**config.mk**
```make
export PLATFORM = sky130hd
export DESIGN_NAME = instruction_fetch_unit
export DESIGN_NICKNAME = d
export VERILOG_FILES = /design/src/rtl/instruction_fetch_unit.sv
export SDC_FILE = /design/constraint.sdc
export NUM_CORES = 1
export LEC_CHECK = 0
export ABC_CLOCK_PERIOD_IN_PS = 4700
export CELL_PAD_IN_SITES_DETAIL_PLACEMENT = 0
export CELL_PAD_IN_SITES_GLOBAL_PLACEMENT = 2
export CORE_ASPECT_RATIO = 0.6
export CORE_MARGIN = 2
export CORE_UTILIZATION = 28
export CTS_BUF_LIST = sky130_fd_sc_hd__clkbuf_16
export CTS_CLUSTER_SIZE = 20
export DETAILED_ROUTE_END_ITERATION = 8
export PLACE_DENSITY = 0.82
export SYNTH_ARGS = -nofsm -noshare
export SYNTH_HDL_FRONTEND = slang
export SYNTH_SLANG_ARGS = --single-unit
```
**constraint.sdc**
```tcl
create_clock -name clk -period 4.7 [get_ports clk]
set_input_delay 0.47 -clock clk [delete_from_list [all_inputs] [get_ports clk]]
set_output_delay 0.47 -clock clk [all_outputs]
set_load 0.1 [all_outputs]
```
**src/rtl/instruction_fetch_unit.sv**
```systemverilog
// Instruction fetch unit: tracks the PC, precomputes the next fetch address,
// fetches one instruction per IF visit with a bounded wait, and holds the IR.
module instruction_fetch_unit #(
    parameter logic [31:0] RESET_PC      = 32'h00000000,
    parameter logic [31:0] INT_VECTOR    = 32'h00000004,
    parameter int          FETCH_TIMEOUT = 15
) (
    input  logic        clk,
    input  logic        reset,
    input  logic [2:0]  current_state,
    input  logic        pc_write_enable,
    input  logic [2:0]  pc_source,
    output logic        imem_req,
    output logic [31:0] imem_addr,
    input  logic [31:0] imem_rdata,
    input  logic        imem_ack,
    output logic [31:0] instruction,
    output logic [5:0]  opcode,
    output logic [5:0]  function_code,
    output logic [4:0]  rs,
    output logic [4:0]  rt,
    output logic [4:0]  rd,
    output logic [4:0]  sa,
    output logic [15:0] immediate,
    output logic [31:0] pc,
    output logic        fetch_stall,
    output logic        fetch_error
);

    typedef enum logic [2:0] {
        ST_IF   = 3'd0,
        ST_ID   = 3'd1,
        ST_EXE  = 3'd2,
        ST_MEM  = 3'd3,
        ST_WB   = 3'd4,
        ST_HALT = 3'd5
    } fsm_state_t;

    localparam int CNT_W = (FETCH_TIMEOUT < 1) ? 1 : $clog2(FETCH_TIMEOUT + 1);
    localparam logic [CNT_W-1:0] TIMEOUT_CNT = CNT_W'(FETCH_TIMEOUT);
    localparam logic [31:0] HALT_INSTR = 32'hFC000000;

    logic [31:0]      pc_reg;
    logic [31:0]      pc_next_reg;
    logic [31:0]      ir_reg;
    logic [CNT_W-1:0] wait_cnt_reg;
    logic             fetch_error_reg;
    // Set once the current IF visit has been closed by an ack or a timeout
    // (and by reset), so a lingering IF state cannot fetch a second time.
    logic             visit_done_reg;

    logic        in_if;
    logic        timeout;
    logic [31:0] pc_plus4;
    logic [31:0] branch_target;
    logic [31:0] jump_target;
    logic [31:0] next_pc;

    assign in_if    = (current_state == ST_IF);
    assign imem_req = in_if && !visit_done_reg;
    assign timeout  = imem_req && !imem_ack && (wait_cnt_reg == TIMEOUT_CNT);

    assign imem_addr   = imem_req ? pc_next_reg : pc_reg;
    assign fetch_stall = imem_req && !imem_ack && (wait_cnt_reg != TIMEOUT_CNT);

    assign pc_plus4      = pc_reg + 32'd4;
    assign branch_target = pc_plus4 + {{14{ir_reg[15]}}, ir_reg[15:0], 2'b00};
    assign jump_target   = {pc_plus4[31:28], ir_reg[25:0], 2'b00};

    always_comb begin
        next_pc = pc_plus4;
        case (pc_source)
            3'd1:    next_pc = branch_target;
            3'd2:    next_pc = jump_target;
            3'd3:    next_pc = pc_reg;
            3'd4:    next_pc = INT_VECTOR;
            default: next_pc = pc_plus4;
        endcase
    end

    always_ff @(posedge clk) begin
        if (reset) begin
            pc_reg          <= RESET_PC;
            pc_next_reg     <= RESET_PC;
            ir_reg          <= 32'h00000000;
            wait_cnt_reg    <= '0;
            fetch_error_reg <= 1'b0;
            visit_done_reg  <= 1'b1;
        end else if (!in_if) begin
            pc_next_reg    <= pc_write_enable ? next_pc : pc_reg;
            wait_cnt_reg   <= '0;
            visit_done_reg <= 1'b0;
        end else if (imem_req && imem_ack) begin
            ir_reg         <= imem_rdata;
            pc_reg         <= pc_next_reg;
            wait_cnt_reg   <= '0;
            visit_done_reg <= 1'b1;
        end else if (timeout) begin
            ir_reg          <= HALT_INSTR;
            pc_reg          <= pc_next_reg;
            fetch_error_reg <= 1'b1;
            wait_cnt_reg    <= '0;
            visit_done_reg  <= 1'b1;
        end else if (imem_req) begin
            wait_cnt_reg <= wait_cnt_reg + 1'b1;
        end else begin
            wait_cnt_reg <= '0;
        end
    end

    assign instruction   = ir_reg;
    assign pc            = pc_reg;
    assign fetch_error   = fetch_error_reg;
    assign opcode        = ir_reg[31:26];
    assign rs            = ir_reg[25:21];
    assign rt            = ir_reg[20:16];
    assign rd            = ir_reg[15:11];
    assign sa            = ir_reg[10:6];
    assign function_code = ir_reg[5:0];
    assign immediate     = ir_reg[15:0];

endmodule

```
==> tab_implementation.tex, run 1 <==
\begin{tabular}{lr}
\hline
Metric & Value \\
\hline
\multicolumn{2}{l}{\textbf{Logic synthesis}} \\
Average instance area after synthesis & 7.59 um\^{}2 \\
Proportion of synthesized flip-flops having asynchronous set or reset & 0\% \\
Share of the yosys chip area belonging to registers & 26.1\% \\
Post-synthesis sequential element count & 102 \\
Post-synth EDFFs & 0 \\
Area of the mapped netlist & 0.00782 mm\^{}2 \\
Post-Syn Nets & 1110 \\
Cell count after synthesis & 1031 \\
YS warnings & 0 \\
Prevailing post-synth register cell & dfxtp\_1 \\
Count of cell types in the netlist & 70 \\
\multicolumn{2}{l}{\textbf{STA}} \\
Shortest clock period the worst path allows after layout & 4.30 ns \\
Fmax achieved & 233 MHz \\
WHS & 0.445 ns \\
TNS Setup & 0 ns \\
Clock tree skew after final layout & 0.0139 ns \\
Portion of the clock cycle consumed by the worst path in the final layout & 91.5\% \\
Slew at the pin with the worst max-slew slack & 1.03 ns \\
Relative slew slack & 31.1\% \\
Setup violation total in the final timing report & 0 \\
Unrepaired setup endpoints after global routing & false \\
Final worst setup slack & 0.399 ns \\
Final-report max-slew violation count & 0 \\
Count of final hold-check violations & 0 \\
\multicolumn{2}{l}{\textbf{Clocking}} \\
Clock Sink Count & 102 \\
Maximum clock path buffer count & 2 \\
Worst-skew pair later-pin latency & 0.38 ns \\
CTS root buf & clkbuf\_16 \\
Deepest level of the CTS H-tree & 3 \\
Setup Buffers After CTS & 0 \\
Number of buffers created by CTS & 9 \\
Clock tree from TritonCTS & done \\
Clock transition at the registers of the reported paths & 0.08 ns \\
\multicolumn{2}{l}{\textbf{Status}} \\
Run status & complete, no violations \\
\multicolumn{2}{l}{\textbf{GRT}} \\
Global-route met2 utilization & 31.7\% \\
Initial antenna violation count & 0 \\
Residual overflow from global routing & 0 \\
Via count of the first global-routing pass & 7692 \\
Maximum number of pins on one net before global-route repair & 39 \\
Global-route usage over all layers & 21.6\% \\
Most heavily used metal layer in global routing & met1 \\
Met1 track utilization from global routing & 32.3\% \\
Wire length of the first global-routing pass & 48.0 mm \\
GRT met3 Usage & 4.11\% \\
\multicolumn{2}{l}{\textbf{Flow run}} \\
Maxcap violations & 0 \\
\multicolumn{2}{l}{\textbf{Drt}} \\
Wirelength per Cell & 21.1 um \\
Number of optimization iterations in the first detailed-route pass & 5 \\
Detailed-route vias per instance & 5.46 \\
Antenna violation net count after detailed routing & 0 \\
Post-detailed-route DRC marker count & 0 \\
DRT Wirelength & 31.9 mm \\
Via count of the routed design & 8261 \\
Detailed router's first-iteration violation count & 721 \\
\multicolumn{2}{l}{\textbf{Place}} \\
Number of buffer cells added on primary ports & 188 \\
Final weighted congestion of routability-driven global placement & 0.916 \\
Pre-CTS setup slack & 0.468 ns \\
DP HPWL & 24.0 mm \\
Placed instance count & 1497 \\
\multicolumn{2}{l}{\textbf{Power}} \\
Combinational share of power & 16.9\% \\
IR drop worst, VDD & 0.134 mV \\
Cell internal pwr & 0.00146 W \\
Reg power frac & 42.5\% \\
Pwr/cell area & 211 mW/mm\^{}2 \\
Portion of total power attributed to the clock network & 40.6\% \\
Fraction of power spent switching nets & 31.0\% \\
Pleak & 3.88 nW \\
Total net switching power & 0.000655 W \\
\multicolumn{2}{l}{\textbf{Cells and area}} \\
Syn-to-layout area delta & 28.2\% \\
Total area of sequential cells & 0.00204 mm\^{}2 \\
Number of fillers in the final layout & 2947 \\
Number of antenna repair diodes & 0 \\
Area of combinational cells with multiple inputs & 0.00510 mm\^{}2 \\
Layout cells sized above 1 & 11.7\% \\
Number of nets at the end of the flow & 1220 \\
Layout Cells excl Fill & 1513 \\
Utilization after layout & 36.4\% \\
\multicolumn{2}{l}{\textbf{Die}} \\
Horizontal die dimension & 220 um \\
Placeable core area & 0.0275 mm\^{}2 \\
Die outline area & 0.0293 mm\^{}2 \\
Starting density of the core & 28.4\% \\
Placement row count & 47 \\
Die height & 133 um \\
IO Count & 189 \\
\multicolumn{2}{l}{\textbf{Worst setup path}} \\
Required time at the endpoint of the critical path & 4.94 ns \\
Sort of element at the end of the critical path & flop \\
Critical Path Fanout Max & 9 \\
Start-to-end type of the worst setup path & reg -> reg \\
CP arrival & 4.54 ns \\
Setup crit start kind & flop \\
\multicolumn{2}{l}{\textbf{Worst hold path}} \\
Worst Hold Class & reg -> reg \\
\hline
\end{tabular}
-- worst max-delay path, cell delays in order (launching register included) --
cell       delay, ns
dfxtp_1         0.51
ha_1            0.33
inv_1           0.14
or3_1           0.48
nor4_1          0.32
buf_4           0.18
xor2_1          0.25
ha_1            0.32
a21oi_1         0.10
o21ai_0         0.36
nor3_1          0.11
a21oi_1         0.32
and3_1          0.21
nor3_1          0.05
a2111oi_0       0.37
nor3_1          0.11
-- cells in the final DEF (no fill, tap or decap), drive strengths merged, types with 7 or more instances in the layout --
cell	count
and3	14
nand2b	12
xnor2	32
xor2	24
o211ai	11
clkbuf	9
dfxtp	102
a21o	11
nor2	67
buf	69
nand2	136
ha	36
a211oi	13
nand3	24
a22o	27
clkdlybuf4s50	153
or3	7
inv	15
a21oi	109
o22ai	19
o21ai	65
mux2	30
nor3	26
nor2b	9
a31oi	14
nand4	14
mux2i	8
-- layout make-up --
cell class | count | area share [%]
Inverter | 14 | 0.524
Tap cell | 367 | 4.58
Clock buffer | 9 | 2.25
Timing Repair Buffer | 222 | 20.4
Clock inverter | 7 | 0.961
Sequential cell | 102 | 20.4
Multi-Input combinational cell | 792 | 50.9
-- metrics by stage --
step                      power, W  instance area [um^2]
after global placement     0.00127                  9700
after CTS                  0.00213                 10000
after floorplan            0.00115                  7820
after global routing       0.00219                 10000
after detailed placement   0.00127                  9700
final                      0.00212                 10000
-- layer usage --
| metal | vias to the layer above | wire length (um) |
|---|---|---|
| met2 | 356 | 13600 |
| li1 | 3919 | - |
| met3 | 33 | 2340 |
| met5 | - | 0 |
| met1 | 3953 | 15500 |
| met4 | 0 | 529 |
-- power by group through the flow --
| stage | combinational [W] | clock, W | sequential (W) |
|---|---|---|---|
| 2_1_floorplan | 0.000201 | 0 | 0.000945 |
| 3_3_place_gp | 0.000353 | 0 | 0.000919 |
| 3_5_place_dp | 0.000352 | 0 | 0.000920 |
| 4_1_cts | 0.000354 | 0.000879 | 0.000899 |
| 5_1_grt | 0.000377 | 0.000908 | 0.000902 |
| 6_report | 0.000357 | 0.000859 | 0.000900 |
-- what timing repair did --
item	in CTS	in global routing
hold buffers	0	0
endpoints found under the setup margin	0	1
resized for setup	0	1
-- Yosys cell counts (13+ instances only) --
| master | instances | area, um^2 |
|---|---|---|
| a211oi_1 | 13 | 97.6 |
| o21ai_0 | 64 | 320 |
| nor3_1 | 23 | 115 |
| xor2_1 | 24 | 210 |
| a21oi_1 | 109 | 546 |
| mux2_2 | 30 | 338 |
| nor2_1 | 67 | 251 |
| o22ai_1 | 19 | 119 |
| and3_1 | 14 | 87.6 |
| clkbuf_1 | 59 | 221 |
| dfxtp_1 | 102 | 2040 |
| nand2_1 | 136 | 510 |
| a31oi_1 | 14 | 87.6 |
| buf_4 | 49 | 368 |
| xnor2_1 | 32 | 280 |
| ha_1 | 36 | 450 |
| nand3_1 | 24 | 120 |
| a22o_1 | 27 | 236 |
-- path summary, 6_finish.rpt --
kind	slack, ns	from	cells after the start	endpoint
min reg2reg	0.45	wait_cnt_reg[0]	1	wait_cnt_reg[0]
max reg2reg	0.40	pc[3]	15	pc_next_reg[25]
max	0.40	pc[3]	15	pc_next_reg[25]
min	0.45	wait_cnt_reg[0]	1	wait_cnt_reg[0]
-- kinds of logic (layout without fill, tap and decap cells) --
family                     count (synthesis)  count (layout)  synth area share, %
xor gates and xnor gates                  56              56                 6.27
adders and majority gates                 39              39                 6.27
muxes                                     40              40                 5.92
AOI/OAI and AO/OA                        328             328                 26.4
DFF                                      102             102                 26.1
and+or+nand+nor                          329             329                 19.9
buffers and inverters                    137             252                 9.12
Note: power is estimated with default switching activity, not from simulation.
==> inputs of run 2 (changes only) <==
--- a/config.mk
+++ b/config.mk
@@ -14,6 +14,7 @@
 export CTS_BUF_LIST = sky130_fd_sc_hd__clkbuf_16
 export CTS_CLUSTER_SIZE = 20
 export DETAILED_ROUTE_END_ITERATION = 8
+export HOLD_SLACK_MARGIN = 0.15
 export PLACE_DENSITY = 0.82
 export SYNTH_ARGS = -nofsm -noshare
 export SYNTH_HDL_FRONTEND = slang
==> results of run 2 <==
Same layout as run 1: the final DEF is identical, and so are final timing and power.
==> inputs of run 3 (changes only) <==
--- a/config.mk
+++ b/config.mk
@@ -12,9 +12,9 @@
 export CORE_MARGIN = 2
 export CORE_UTILIZATION = 28
 export CTS_BUF_LIST = sky130_fd_sc_hd__clkbuf_16
-export CTS_CLUSTER_SIZE = 20
+export CTS_CLUSTER_SIZE = 28
 export DETAILED_ROUTE_END_ITERATION = 8
-export HOLD_SLACK_MARGIN = 0.15
+export HOLD_SLACK_MARGIN = 0.12
 export PLACE_DENSITY = 0.82
 export SYNTH_ARGS = -nofsm -noshare
 export SYNTH_HDL_FRONTEND = slang
==> results of run 3 <==
Same layout as run 1: the final DEF is identical, and so are final timing and power.
==> edit 1: new RTL, settings of run 3 <==
The parameter `FETCH_TIMEOUT` goes from 15 to 14.
--- a/src/rtl/instruction_fetch_unit.sv
+++ b/src/rtl/instruction_fetch_unit.sv
@@ -4,5 +4,5 @@
     parameter logic [31:0] RESET_PC      = 32'h00000000,
     parameter logic [31:0] INT_VECTOR    = 32'h00000004,
-    parameter int          FETCH_TIMEOUT = 15
+    parameter int          FETCH_TIMEOUT = 14
 ) (
     input  logic        clk,
Check against the original RTL: no difference found for any inputs over 4 cycles, from zero or initial values and one cycle with reset high; that may be too few to reach the edited logic, so the function may still have changed.
==> edit 1 against run 3 <==
Hold slack better by 26 ps; first-iteration DRC count is 9.0% lower; setup slack better by 68 ps; critical path depth is 2 lower; non-clock buffer count is 7 lower; total power is 5.2% lower; final area is 2.7% lower; area after synthesis is 2.3% lower; clock power is 13% lower; routed wire length is 2.3% lower; sequential cell count stayed put; global-route usage is 0.23 points lower; critical endpoint is now pc_next_reg[31]$_SDFFE_PP0N_.
==> edit 1: results (changes against run 3) <==
Hold Path End pc[7]$_SDFFE_PP0P_ (was wait_cnt_reg[0]$_SDFF_PP0_); pin count of the biggest net entering global routing 41 (was 39); predominant post-synthesis flop cell dfxtp_1 (unchanged); r2r endpoint pc_next_reg[31]$_SDFFE_PP0N_ (was pc_next_reg[25]$_SDFFE_PP0N_); hold path start pc_next_reg[7]$_SDFFE_PP0N_ (was wait_cnt_reg[0]$_SDFF_PP0_); worst flop-to-flop path startpoint pc[4]$_SDFFE_PP0P_ (was pc[3]$_SDFFE_PP0P_); # Post-CTS Setup Buffers 0 (unchanged); CTS Sinks 102 (unchanged); Reg clk slew, reported paths 80 ps (about the same); maximum vdd drop 0.132 mV (was 0.134 mV); Via density 5.39 (was 5.46); Hold Path Depth 2 (was 1); Root Buffer clkbuf_16 (unchanged); GRT Util Overall 21.4% (was 21.6%); WL/cell 21.3 µm (was 21.1 µm); Final HPWL DP 22.9 mm (was 24.0 mm); status complete, no violations (unchanged); Worst Clk Skew 15.5 ps (was 13.9 ps); Post-Syn Nets 1070 (was 1110); Place WS 615 ps (was 468 ps); post_cts resized 0 (unchanged); Worst Max-Slew Pin Slew 1110 ps (was 1030 ps); largest fanout on the critical path 10 (was 9); Avg Cell Area, Syn 7.72 µm² (was 7.59 µm²); Layout Nets 1183 (was 1220); met3 WL 2.43 mm (was 2.34 mm); drt initial violations 656 (was 721); Worst-Skew Late Latency 370 ps; Top Metal Used met5 (was met4); fill count 2798 (was 2947); ant diodes 0 (unchanged); Placed Cells 1452 (was 1497); footprint of the multi-input gates 4910 µm² (was 5100 µm²); clk buf depth 2 (unchanged); worst r2r path cells 13 (was 15); P_sw 652 µW (was 655 µW); placed instance area 9480 µm² (was 9700 µm²); arrival time of the worst setup path 4460 ps (was 4540 ps); DR WL met2 12.4 mm (was 13.6 mm); total CTS buffers 9 (unchanged); Leak 0.00390 µW (was 0.00388 µW); vias in the first global route 7259 (was 7692); Seq/Total Area, Yosys 26.7% (was 26.1%); antenna violations before repair 1 (was 0); GPL Wtd Cong 0.989 (was 0.916); Critical Path Max Stage Delay 530 ps (was 510 ps); top cells by area, synth dfxtp_1 (27%), a21oi_1 (6.7%), nand2_1 (6.3%) (was dfxtp_1 (26%), a21oi_1 (7.0%), nand2_1 (6.5%)); FFs w/ async S/R, synth 0% (unchanged); Port Buffers 188 (unchanged); layout cell share with drive strength beyond 1 11.4% (was 11.7%); H-tree Lvls 3 (unchanged); YS warnings 0 (unchanged); WL met1 16.1 mm (was 15.5 mm); Crit-path slowest cell dfxtp_1 (unchanged); global-route wire length before repair 47.1 mm (was 48.0 mm); post-synth cell types 74 (was 70); commonest cells in the synthesized netlist nand2_1 (129), a21oi_1 (102), dfxtp_1 (102) (was nand2_1 (136), a21oi_1 (109), dfxtp_1 (102)); R2R Setup Slk 470 ps (was 400 ps); Post-Route WL 31.2 mm (was 31.9 mm)
[edit 1: power groups by stage]
stage               registers [µW]  clock network (µW)  logic, µW
finish                         901                 747        359
global placement               921                   0        355
CTS                            901                 770        355
floorplan                      947                   0        199
detailed placement             921                   0        354
global route                   904                 801        378
[edit 1: logic make-up (layout without fill, tap and decap cells)]
family,count (synthesis),in the layout,share of synthesized area (%)
simple gates,319,319,19.6
compound gates,301,301,25.7
buf+inv,133,250,9.36
flops,102,102,26.7
xor+xnor,58,58,6.74
fa+ha+maj,39,39,6.45
mux,38,38,5.47
[edit 1: routing by layer]
layer  up-vias  GRT usage, %
met1      3791          33.9
met5         -             0
met4         2          3.16
met3        17          4.52
li1       3747             -
met2       352          29.4
[edit 1: how the worst max path moves through the flow]
stage	startpoint	endpoint	slack, ps	cells past startpoint
after floorplan	current_state[2]	wait_cnt_reg[2]$_SDFF_PP0_	130	5
after global placement	pc[12]$_SDFFE_PP0P_	pc_next_reg[30]$_SDFFE_PP0N_	610	15
after detailed placement	pc[12]$_SDFFE_PP0P_	pc_next_reg[30]$_SDFFE_PP0N_	620	15
after CTS	pc[4]$_SDFFE_PP0P_	pc_next_reg[30]$_SDFFE_PP0N_	590	14
after global routing	pc[4]$_SDFFE_PP0P_	pc_next_reg[30]$_SDFFE_PP0N_	270	14
final	pc[4]$_SDFFE_PP0P_	pc_next_reg[31]$_SDFFE_PP0N_	470	13
[edit 1: stage by stage]
step                      hold WS, ps  power, µW  util, %
after floorplan                   430       1150        -
after global placement            450       1280     35.6
after detailed placement          458       1280     35.6
after CTS                         469       2030     36.6
after global routing              483       2080     36.6
final                             472       2010     36.6
[edit 1: cell type report]
type / count / share of cell area (%)
sequential: 102 / 20.9
inverter: 20 / 0.770
clock buffer: 9 / 2.31
multi-input combinational: 755 / 50.4
tap: 360 / 4.62
clock inverter: 6 / 0.475
timing repair buffer: 215 / 20.5
[edit 1: worst max-delay path, delay by kind of cell, from the launching register on]
kind / cells / cell delay, ps
simple gates: 6 / 1760
flops: 1 / 530
mux: 1 / 140
compound gates: 4 / 970
xor+xnor: 1 / 340
fa+ha+maj: 1 / 340
==> edit 2: new RTL, settings of run 3 <==
Without the edit above. Put one more register stage on the output `fetch_error`, with the module's reset. The value now appears one clock later. The other outputs are not delayed to match.
--- a/src/rtl/instruction_fetch_unit.sv
+++ b/src/rtl/instruction_fetch_unit.sv
@@ -111,5 +111,11 @@
     assign instruction   = ir_reg;
     assign pc            = pc_reg;
-    assign fetch_error   = fetch_error_reg;
+    always_ff @(posedge clk) begin
+        if (reset) begin
+            fetch_error <= '0;
+        end else begin
+            fetch_error <= fetch_error_reg;
+        end
+    end
     assign opcode        = ir_reg[31:26];
     assign rs            = ir_reg[25:21];
Behaviour: no difference found for any inputs over 4 cycles, from zero or initial values and one cycle with reset high; that may be too few to reach the edited logic, so the function may still have changed.
==> edit 2 against run 3 <==
Total power is 2.0% lower; area after synthesis is 1.1% higher; clock power is 7.2% lower; setup slack better by 110 ps; final area is 0.99% higher; count of clock-buffer cells in the layout stayed put; non-clock buffer count is 2 higher; routed wire length is 2.5% higher; sequential cell count is 1 higher; global-route usage is 0.15 points lower; core utilization is 0.20 points higher; first-iteration DRC count is 15% higher; largest cell class unchanged.
==> edit 2: results (changes against run 3) <==
Worst Clk Skew 17.6 ps (was 13.9 ps); Leak 0.00396 µW (was 0.00388 µW); pwr/cell area 205 nW/µm² (was 211 nW/µm²); Layout Nets 1216 (was 1220); status complete, no violations (unchanged); Post-Syn Nets 1097 (was 1110); commonest cells in the synthesized netlist nand2_1 (135), dfxtp_1 (103), a21oi_1 (87) (was nand2_1 (136), a21oi_1 (109), dfxtp_1 (102)); GPL Wtd Cong 0.893 (was 0.916); drt initial violations 826 (was 721); Place WS 649 ps (was 468 ps); pin count of the biggest net entering global routing 44 (was 39); drt pass-1 iters 6 (was 5); Adder-Cell Fraction of Synth Area 5.95% (was 6.27%); YS warnings 0 (unchanged); Root Buffer clkbuf_16 (unchanged); Placed Cells 1493 (was 1497); Worst Hold Class flip-flop to flip-flop (unchanged); layout cell share with drive strength beyond 1 12.4% (was 11.7%); GRT Util Overall 21.5% (was 21.6%); Via density 5.44 (was 5.46); Seq/Total Area, Yosys 26.1% (about the same); predominant post-synthesis flop cell dfxtp_1 (unchanged); H-tree Lvls 3 (unchanged); FFs w/ async S/R, synth 0% (unchanged); total CTS buffers 9 (unchanged); post_cts resized 0 (unchanged); post-synth cell types 78 (was 70); Final HPWL DP 25.0 mm (was 24.0 mm); Synth Area in XOR/XNOR 6.19% (was 6.27%); vias in the first global route 7352 (was 7692); Slew HR 29.7% (was 31.1%); mux cell area share after synthesis 5.26% (was 5.92%); top cells by area, synth dfxtp_1 (26%), nand2_1 (6.4%), ha_1 (5.7%) (was dfxtp_1 (26%), a21oi_1 (7.0%), nand2_1 (6.5%)); arrival time of the worst setup path 4490 ps (was 4540 ps); cell count after synthesis 1018 (was 1031); maximum vdd drop 0.163 mV (was 0.134 mV); Port Buffers 188 (unchanged); global-route wire length before repair 48.2 mm (was 48.0 mm); WL/cell 21.7 µm (was 21.1 µm); Post-Route WL 32.7 mm (was 31.9 mm); antenna violations before repair 0 (unchanged); placed instance area 9820 µm² (was 9700 µm²); Compound-Gate Fraction of Synth Area 26.4% (about the same); fill count 2909 (was 2947)
## edit 2: cell count changes after synthesis, moves of 5 or more
cell,change
buf_1,+5
a21oi_1,-22
o21a_1,+5
o21ai_0,-12
nor3b_1,+5
a311oi_1,+5
a31oi_1,-8
clkbuf_1,-13
## edit 2: layer usage
metal	track usage, %	vias to the layer above	part of all wire, %
li1	-	3887	-
met1	35.5	3889	54
met2	26.1	417	35
met3	6.31	13	10
met4	3.50	0	0.46
met5	0	-	0
## edit 2: power breakdown
group	internal, µW	switching (µW)
combinational	118	247
clock	416	381
sequential	889	22.8
## edit 2: final timing paths
path / cells after the start / to / start / slack, ps
worst max-delay path: 15 / pc_next_reg[31]$_SDFFE_PP0N_ / pc[5]$_SDFFE_PP0P_ / 510
worst min-delay path: 1 / wait_cnt_reg[0]$_SDFF_PP0_ / wait_cnt_reg[0]$_SDFF_PP0_ / 450
worst max register to register: 15 / pc_next_reg[31]$_SDFFE_PP0N_ / pc[5]$_SDFFE_PP0P_ / 510
worst min register to register: 1 / wait_cnt_reg[0]$_SDFF_PP0_ / wait_cnt_reg[0]$_SDFF_PP0_ / 450
## edit 2: worst max-delay path, stage by stage, from the launching register on
cell	delay, ps
dfxtp_1	520
and4_4	300
and2_1	230
nand3_1	220
nor3_1	240
xor2_1	420
ha_1	360
a21o_1	220
a21oi_1	60
nor3b_1	210
nor2_1	120
o311ai_0	580
buf_4	220
a31oi_1	100
xnor2_1	140
o31ai_1	180
## edit 2: area by class of cell
class | count | share of cell area [%]
Clock inverter | 6 | 0.692
Clock buffer | 9 | 2.22
Timing Repair Buffer | 224 | 20.4
Tap cell | 367 | 4.54
Inverter | 18 | 0.667
Sequential cell | 103 | 20.4
Antenna cell | 1 | 0.0247
Multi-Input combinational cell | 781 | 51.0
